==> config.mk <==
export PLATFORM = sky130hd
export DESIGN_NAME = sha_msg_ctrl
export DESIGN_NICKNAME = d
export VERILOG_FILES = /design/src/rtl/sha_msg_ctrl.sv
export SDC_FILE = /design/constraint.sdc
export NUM_CORES = 1
export LEC_CHECK = 0
export CAP_MARGIN = 20
export CORE_AREA = 2 2 407 247
export CTS_CLUSTER_DIAMETER = 30
export DETAILED_ROUTE_END_ITERATION = 10
export DIE_AREA = 0 0 409 249
export GPL_TIMING_DRIVEN = 1
export PLACE_DENSITY = 0.52
export SKIP_CTS_REPAIR_TIMING = 1
export SYNTH_ARGS = -nofsm -noshare
export SYNTH_HDL_FRONTEND = slang
export SYNTH_SLANG_ARGS = --single-unit
==> constraint.sdc <==
create_clock -name clk -period 5.3 [get_ports clk]
set_input_delay 1.325 -clock clk [delete_from_list [all_inputs] [get_ports clk]]
set_output_delay 1.325 -clock clk [all_outputs]
set_load 0.1 [all_outputs]
==> src/rtl/sha_msg_ctrl.sv <==
// sha_msg_ctrl: assembles message bytes into blocks, applies SHA padding and hands blocks to the compression core
// Ports:
//   clk, rst (async, active-low)
//   in_data/in_valid/in_last/in_ready : byte stream in, in_last marks the final message byte
//   blk_data/blk_valid/blk_first/blk_last/blk_ready : block out, byte k at blk_data[8*k +: 8]
//   busy : message in progress
module sha_msg_ctrl #(
  parameter int NB = 64,
  parameter int LB = NB / 8,
  parameter int LW = 64
) (
  input  logic            clk,
  input  logic            rst,
  input  logic [7:0]      in_data,
  input  logic            in_valid,
  input  logic            in_last,
  output logic            in_ready,
  output logic [8*NB-1:0] blk_data,
  output logic            blk_valid,
  output logic            blk_first,
  output logic            blk_last,
  input  logic            blk_ready,
  output logic            busy
);
  localparam int CW = $clog2(NB);
  typedef enum logic [1:0] {FILL, PAD, ZERO, SEND} state_e;
  state_e          state_q, state_d;
  logic [CW-1:0]   cnt_q, cnt_d, ptr_q, ptr_d;
  logic [8*NB-1:0] buf_q, buf_d;
  logic [LW-1:0]   bitlen_q, bitlen_d;
  logic            first_q, first_d, fin_q, fin_d, padq_q, padq_d, zq_q, zq_d, busy_q, busy_d;
  logic [8*LB-1:0] len_f;
  logic            acc;
  assign in_ready  = rst & (state_q == FILL);
  assign acc       = in_valid & in_ready;
  assign blk_valid = state_q == SEND;
  assign blk_first = blk_valid & first_q;
  assign blk_last  = blk_valid & fin_q;
  assign blk_data  = buf_q;
  assign busy      = busy_q;
  // length field is wider than the counter for 128-byte blocks; upper bits stay zero
  assign len_f     = (8*LB)'(bitlen_q);
  always_comb begin
    state_d  = state_q;
    cnt_d    = cnt_q;
    ptr_d    = ptr_q;
    buf_d    = buf_q;
    bitlen_d = bitlen_q;
    first_d  = first_q;
    fin_d    = fin_q;
    padq_d   = padq_q;
    zq_d     = zq_q;
    busy_d   = busy_q;
    case (state_q)
      FILL: if (acc) begin
        buf_d[8*cnt_q +: 8] = in_data;
        bitlen_d = bitlen_q + LW'(8);
        busy_d   = 1'b1;
        cnt_d    = cnt_q + 1'b1;
        if (in_last) begin
          cnt_d   = '0;
          ptr_d   = cnt_q + 1'b1;
          fin_d   = 1'b0;
          padq_d  = cnt_q == CW'(NB-1);
          state_d = (cnt_q == CW'(NB-1)) ? SEND : PAD;
        end else if (cnt_q == CW'(NB-1)) begin
          cnt_d   = '0;
          fin_d   = 1'b0;
          padq_d  = 1'b0;
          state_d = SEND;
        end
      end
      PAD: begin
        for (int k = 0; k < NB; k++)
          buf_d[8*k +: 8] = (k == int'(ptr_q)) ? 8'h80 : (k > int'(ptr_q)) ? 8'h00 : buf_q[8*k +: 8];
        // length only fits when the 0x80 marker leaves the whole length field free
        if (int'(ptr_q) + 1 <= NB - LB) begin
          for (int j = 0; j < LB; j++) buf_d[8*(NB-LB+j) +: 8] = len_f[8*(LB-1-j) +: 8];
          fin_d = 1'b1;
        end else begin
          fin_d = 1'b0;
          zq_d  = 1'b1;
        end
        state_d = SEND;
      end
      ZERO: begin
        buf_d = '0;
        for (int j = 0; j < LB; j++) buf_d[8*(NB-LB+j) +: 8] = len_f[8*(LB-1-j) +: 8];
        fin_d   = 1'b1;
        state_d = SEND;
      end
      default: if (blk_ready) begin
        first_d = 1'b0;
        if (fin_q) begin
          bitlen_d = '0;
          first_d  = 1'b1;
          busy_d   = 1'b0;
          state_d  = FILL;
        end else if (padq_q) begin
          ptr_d   = '0;
          padq_d  = 1'b0;
          state_d = PAD;
        end else if (zq_q) begin
          zq_d    = 1'b0;
          state_d = ZERO;
        end else begin
          state_d = FILL;
        end
      end
    endcase
  end
  always_ff @(posedge clk or negedge rst) begin
    if (!rst) begin
      state_q  <= FILL;
      cnt_q    <= '0;
      ptr_q    <= '0;
      buf_q    <= '0;
      bitlen_q <= '0;
      first_q  <= 1'b1;
      fin_q    <= 1'b0;
      padq_q   <= 1'b0;
      zq_q     <= 1'b0;
      busy_q   <= 1'b0;
    end else begin
      state_q  <= state_d;
      cnt_q    <= cnt_d;
      ptr_q    <= ptr_d;
      buf_q    <= buf_d;
      bitlen_q <= bitlen_d;
      first_q  <= first_d;
      fin_q    <= fin_d;
      padq_q   <= padq_d;
      zq_q     <= zq_d;
      busy_q   <= busy_d;
    end
  end
endmodule
**Yosys cells after proc, flatten, opt, wreduce, memory -nomap -nowiden**

Cells that the tools add are included.

- Logic and storage cells: 543
- Bits of input ports: 13
- Register bits after elaboration: 595
- Output and inout port bits: 517

- Add/subtract/negate cells: 4
- Shifts and indexed selects: 2
- Equality and inequality tests: 138
- Multiplexer cells: 172
- Reductions and logical operators: 83
- Magnitude comparators: 64
- Bitwise gates (word level): 7

Operator list:

| kind | count |
|---|---|
| one-hot mux 512 bit (3 select lines) | 1 |
| 2-to-1 mux 8 bit | 127 |
| bitwise mux 512 bit | 1 |
| 2-to-1 mux 512 bit | 1 |
| variable shift 8 x 34 -> 512 bit (first input constant) | 1 |
| variable part select 8 x 34 -> 512 bit | 1 |
| 2-to-1 mux 64 bit | 4 |
| AND reduction 3 bit | 66 |
| equality test 6 bit (first input constant) | 32 |
| > comparator 6 bit (first input constant) | 32 |
| inequality test 3 bit (second input constant) | 55 |
| one-hot mux 64 bit (2 select lines) | 1 |
| equality test 5 x 6 -> 1 bit (first input constant) | 16 |
| > comparator 5 x 6 -> 1 bit (first input constant) | 16 |
| adder 64 x 4 -> 64 bit (second input constant) | 1 |
| equality test 4 x 6 -> 1 bit (first input constant) | 8 |
| > comparator 4 x 6 -> 1 bit (first input constant) | 8 |
| 2-to-1 mux 6 bit | 7 |
| negator 9 -> 34 bit | 1 |
| inequality test 4 bit (second input constant) | 8 |
| equality test 3 x 6 -> 1 bit (first input constant) | 4 |
| > comparator 3 x 6 -> 1 bit (first input constant) | 4 |
| 2-to-1 mux 1 bit | 16 |
| 2-to-1 mux 2 bit | 8 |
| other kinds (29) | 51 |

**Depth between registers and ports, before layout**

- Word-level depth: 5
- Depth in mapped cells: 13
- Mapped depth without buffers: 9

**Least setup slack after synthesis**

No wires, ideal clock.

- Path type: register to output
- Start: register state_q[1]
- End: output port blk_first
- Buffers on the path: 0
- Cell stages (with the launch flop): 3
- Setup slack: 1.837 ns
- Data arrival time: 2.138 ns
- Required time: 3.975 ns
- Path through: dfrtp_1 ha_1 and2_1

- Word-level cells in the longest chain between the ends: 2

Ends and longest elaborated chain:

| item | line | text |
|---|---|---|
| start: declaration | 27 | `state_e state_q, state_d;` |
| start signal: assignment | 125 | `state_q <= state_d;` |
| equality test 2 bit | 36 | `assign blk_valid = state_q == SEND;` |
| net blk_valid | 19 | `output logic blk_valid,` |
| bitwise AND 1 bit | 37 | `assign blk_first = blk_valid & first_q;` |
| end: declaration | 20 | `output logic blk_first,` |

The timed path passes the listed nets, and every way through them passes these cells.

**Worst setup path after layout**

- Start: register cnt_q[0]
- End: register buf_q[255], in the netlist blk_data[255]

- Word-level cells in the longest chain between the ends: 5
- Elaborated cells between the ends (all ways): 6
- Classes of those cells: 1 x add/sub; 2 x shift; 3 x mux

Ends and longest elaborated chain:

| item | line | text |
|---|---|---|
| start: declaration | 28 | `logic [CW-1:0] cnt_q, cnt_d, ptr_q, ptr_d;` |
| start signal: assignment | 126 | `cnt_q <= cnt_d;` |
| negator 9 -> 34 bit * | 56 | `buf_d[8*cnt_q +: 8] = in_data;` |
| variable part select 8 x 34 -> 512 bit or variable shift 8 x 34 -> 512 bit (tied branches) | 56 |  |
| bitwise mux 512 bit * | 56 |  |
| 2-to-1 mux 512 bit * | 55 | `FILL: if (acc) begin` |
| one-hot mux 512 bit (3 select lines) * | 54 | `case (state_q)` |
| end signal: assignment | 128 | `buf_q <= buf_d;` |
| end: declaration | 29 | `logic [8*NB-1:0] buf_q, buf_d;` |

Every way passes the cells marked *; elsewhere a longest branch is shown, timed or not. The select of a mux whose other input is x is not followed.
A chain may end at the register's enable or synchronous reset.

==> flow_metrics.tcl <==
set metrics [dict create \
    status "complete, no violations" \
    ys_async_sr_fraction_pct 100.0 \
    synth-seq-cells 592 \
    cts_max_level 3 \
    cp_slowest_cell "a211oi_2" \
    clk_pin_slew_worst_paths_ns 0.05 \
    place_congestion 1.030 \
    first_global_vias 24822 \
    grt-ovfl-total 0 \
    synth_flop_cell "dfrtp_1" \
    worstMarginPinSlew_ns 1.147 \
    maxCapViolations 0 \
    start_kind "flop" \
    use_met3_pct 9.012 \
    syn_area_sq_um 27290 \
    fp.dieH_um 249 \
    pin_count 530 \
    static-leakage-power_nw 15.97 \
    vias_per_cell 5.508 \
    track_usage_pct 26.98 \
    rsz0062_at_grt "false" \
    maxSlewViolCount 0 \
    grt_use_met1_pct 40.40 \
    fp-row-count 89 \
    fin_tns_setup_ns 0 \
    cp_data_required_time_ns 5.95 \
    setup_viol_count_final 0 \
    core_sq_um 97880 \
    syn_avg_cell_area_sq_um 10.55 \
    cp.arrival_ns 5.17 \
    grt_max_degree 160 \
    cpLargestDelayFamily "compound AO/OA/AOI/OAI gates" \
    netlist_instances 2587 \
    numPortBuffers 529 \
    hold_path_class "input port to async pin" \
    route.detailed.drc 0 \
    synth_nets 2609 \
    busiest_layer "met1" \
    antenna_found_initial 8 \
    irDropWorstVdd_mv 0.4292 \
    max-slew-margin-rel_pct 23.37 \
    drtAntennaViolNets 0 \
    clk_path_buf_depth 3 \
    path_max_fanout 17 \
    fin_skew_ns 0.02798 \
    yosysWarnings 0 \
    drt-wirelength-per-cell_um 30.33 \
    post-place-ws_ns 0.8208 \
    fmax_mhz 221.6 \
    power_density_nw_per_um2 601.9 \
    drive_gt1_share_pct 15.03 \
    start_util_pct 27.88 \
    root_buffer "clkbuf_16" \
    die_width_um 409 \
    cts_buffers 112 \
    max_stage_delay_ns 0.94 \
    worst_slack_ns 0.7864 \
    end_kind "flop" \
    clk_latency_ns 0.72 \
    yosysUniqueCellTypes 95 \
    ys_seq_area_share_pct 54.29 \
    grt_pass1_wl_um 198200 \
    final_util_pct 39.64 \
    cts_num_sinks 592 \
    worst-path-buf-inv 3 \
    first_iter_violations 2920 \
    crit_path_frequent_cell "buf_4" \
    post-route-min-period_ns 4.514 \
    period_share_pct 85.16 \
    areaGrowthSynthToFinish_pct 42.19 \
    grtUsageMet2_pct 36.57 \
    synth_edf_count 0 \
    path_cells "buf_4 > or2_1 > nor4_1 > ha_1 > clkinv_1 > buf_4 > a211oi_2 > nand2_1 > o22ai_1 > mux2_4" \
    critical_path_class "flop to flop" \
    final_nets 3228 \
    hold_viol 0 \
    wl_um 140100 \
    cts_tree "done" \
    dp_hpwl_um 104500 \
    dieArea_sq_um 101800 \
    vias 25452 \
    firstDrtPassIters 6 \
]
synthesized netlist by cell type (29+ instances only):
cell | number | share of area [%]
a21oi_1 | 57 | 1.0
a22o_1 | 130 | 4.2
a2bb2oi_1 | 40 | 1.3
buf_2 | 29 | 0.53
clkbuf_1 | 103 | 1.4
dfrtp_1 | 591 | 54
inv_1 | 40 | 0.55
mux2_2 | 95 | 3.9
nand2_1 | 312 | 4.3
nand3_1 | 107 | 2.0
nor2_1 | 197 | 2.7
nor3_1 | 46 | 0.84
o21ai_0 | 200 | 3.7
o22ai_1 | 39 | 0.89
o2bb2ai_1 | 157 | 5.0
xnor2_1 | 41 | 1.3
power breakdown:
group | switching, mW | leakage, nW | internal [mW]
logic | 8.33 | 5.74 | 2.19
registers | 0.260 | 8.24 | 4.76
clock network | 2.64 | 1.99 | 5.18
final timing paths:
path                                     from       endpoint  slack [ns]  depth (start not counted)
worst max-delay path                 cnt_q[0]  blk_data[255]        0.79                         10
worst min-delay path                      rst   blk_data[32]        0.44                          1
worst max register to register       cnt_q[0]  blk_data[255]        0.79                         10
worst min register to register  blk_data[105]  blk_data[105]        0.48                          2
max in group asynchronous                 rst  blk_data[147]        2.28                          4
min in group clk                blk_data[105]  blk_data[105]        0.48                          2
registers in the layout, indices dropped and copies added, names as in the netlist:
register  cells
padq_q        1
ptr_q         6
fin_q         1
state_q       2
first_q       1
busy          1
zq_q          1
bitlen_q     61
blk_data    512
cnt_q         6
cell usage in the layout (no fill, tap or decap), drive strengths merged, types with 8 or more instances in the layout:
cell / count
dfrtp: 591
clkdlybuf4s50: 527
nand2: 315
o21ai: 225
nor2: 202
o2bb2ai: 157
clkbuf: 133
a22o: 130
buf: 122
nand3: 109
mux2: 96
a21oi: 58
inv: 56
nor3: 53
xnor2: 42
o22ai: 41
a2bb2oi: 40
o31ai: 28
nand4: 26
clkinv: 23
and3: 21
bufinv: 21
nor4: 20
and2: 19
clkinvlp: 18
xor2: 17
o22a: 16
a22oi: 14
nor2b: 13
a32o: 13
a21o: 13
or3: 12
o32ai: 12
nand2b: 11
a32oi: 9
ha: 9
a211oi: 9
or2: 8
a2111oi: 8
final cells by class:
cell class / instances / area, sq um
Tap cell: 1319 / 1650
Timing Repair Buffer: 649 / 6236
Fill cell: 9586 / 59080
Clock inverter: 76 / 1076
Clock buffer: 133 / 3073
Sequential cell: 592 / 14820
Inverter: 42 / 157.7
Antenna cell: 1 / 2.502
Multi-Input combinational cell: 1809 / 11790
routing by layer:
metal | vias to the layer above | share of wire [%]
li1 | 10928 | -
met3 | 205 | 10
met4 | 2 | 2.3
met5 | - | 0.012
met1 | 12970 | 47
met2 | 1347 | 40
stage by stage:
stage	instances	hold WS [ns]	total power, mW	instance area [sq um]
final	4621	0.4424	23.36	38800
after global placement	4409	0.4627	15.29	34640
after detailed placement	4411	0.4674	15.23	34650
after global routing	4620	0.4089	24.05	38800
after floorplan	2587	0.4617	10.89	27290
after CTS	4620	0.3821	23.12	38800
worst reg2reg max path, cell delays in order, from the launching register on:
cell and delay (ns):
dfrtp_1 0.70, buf_4 0.31, or2_1 0.22, nor4_1 0.07, ha_1 0.67, clkinv_1 0.13, buf_4 0.22, a211oi_2 0.95
nand2_1 0.56, o22ai_1 0.42, mux2_4 0.22
cells by family (layout without fill, tap and decap cells):
| kind of cell | count (synthesis) | after routing | synth area share (%) |
|---|---|---|---|
| other cells | 0 | 1 | 0 |
| simple gates | 830 | 830 | 14.36 |
| fa+ha+maj | 9 | 9 | 0.4127 |
| compound gates | 813 | 813 | 22.15 |
| xor+xnor | 59 | 59 | 1.921 |
| buf+inv | 186 | 900 | 2.815 |
| mux | 98 | 98 | 4.049 |
| flops | 592 | 592 | 54.29 |
Power figures use the tool's default switching activity.
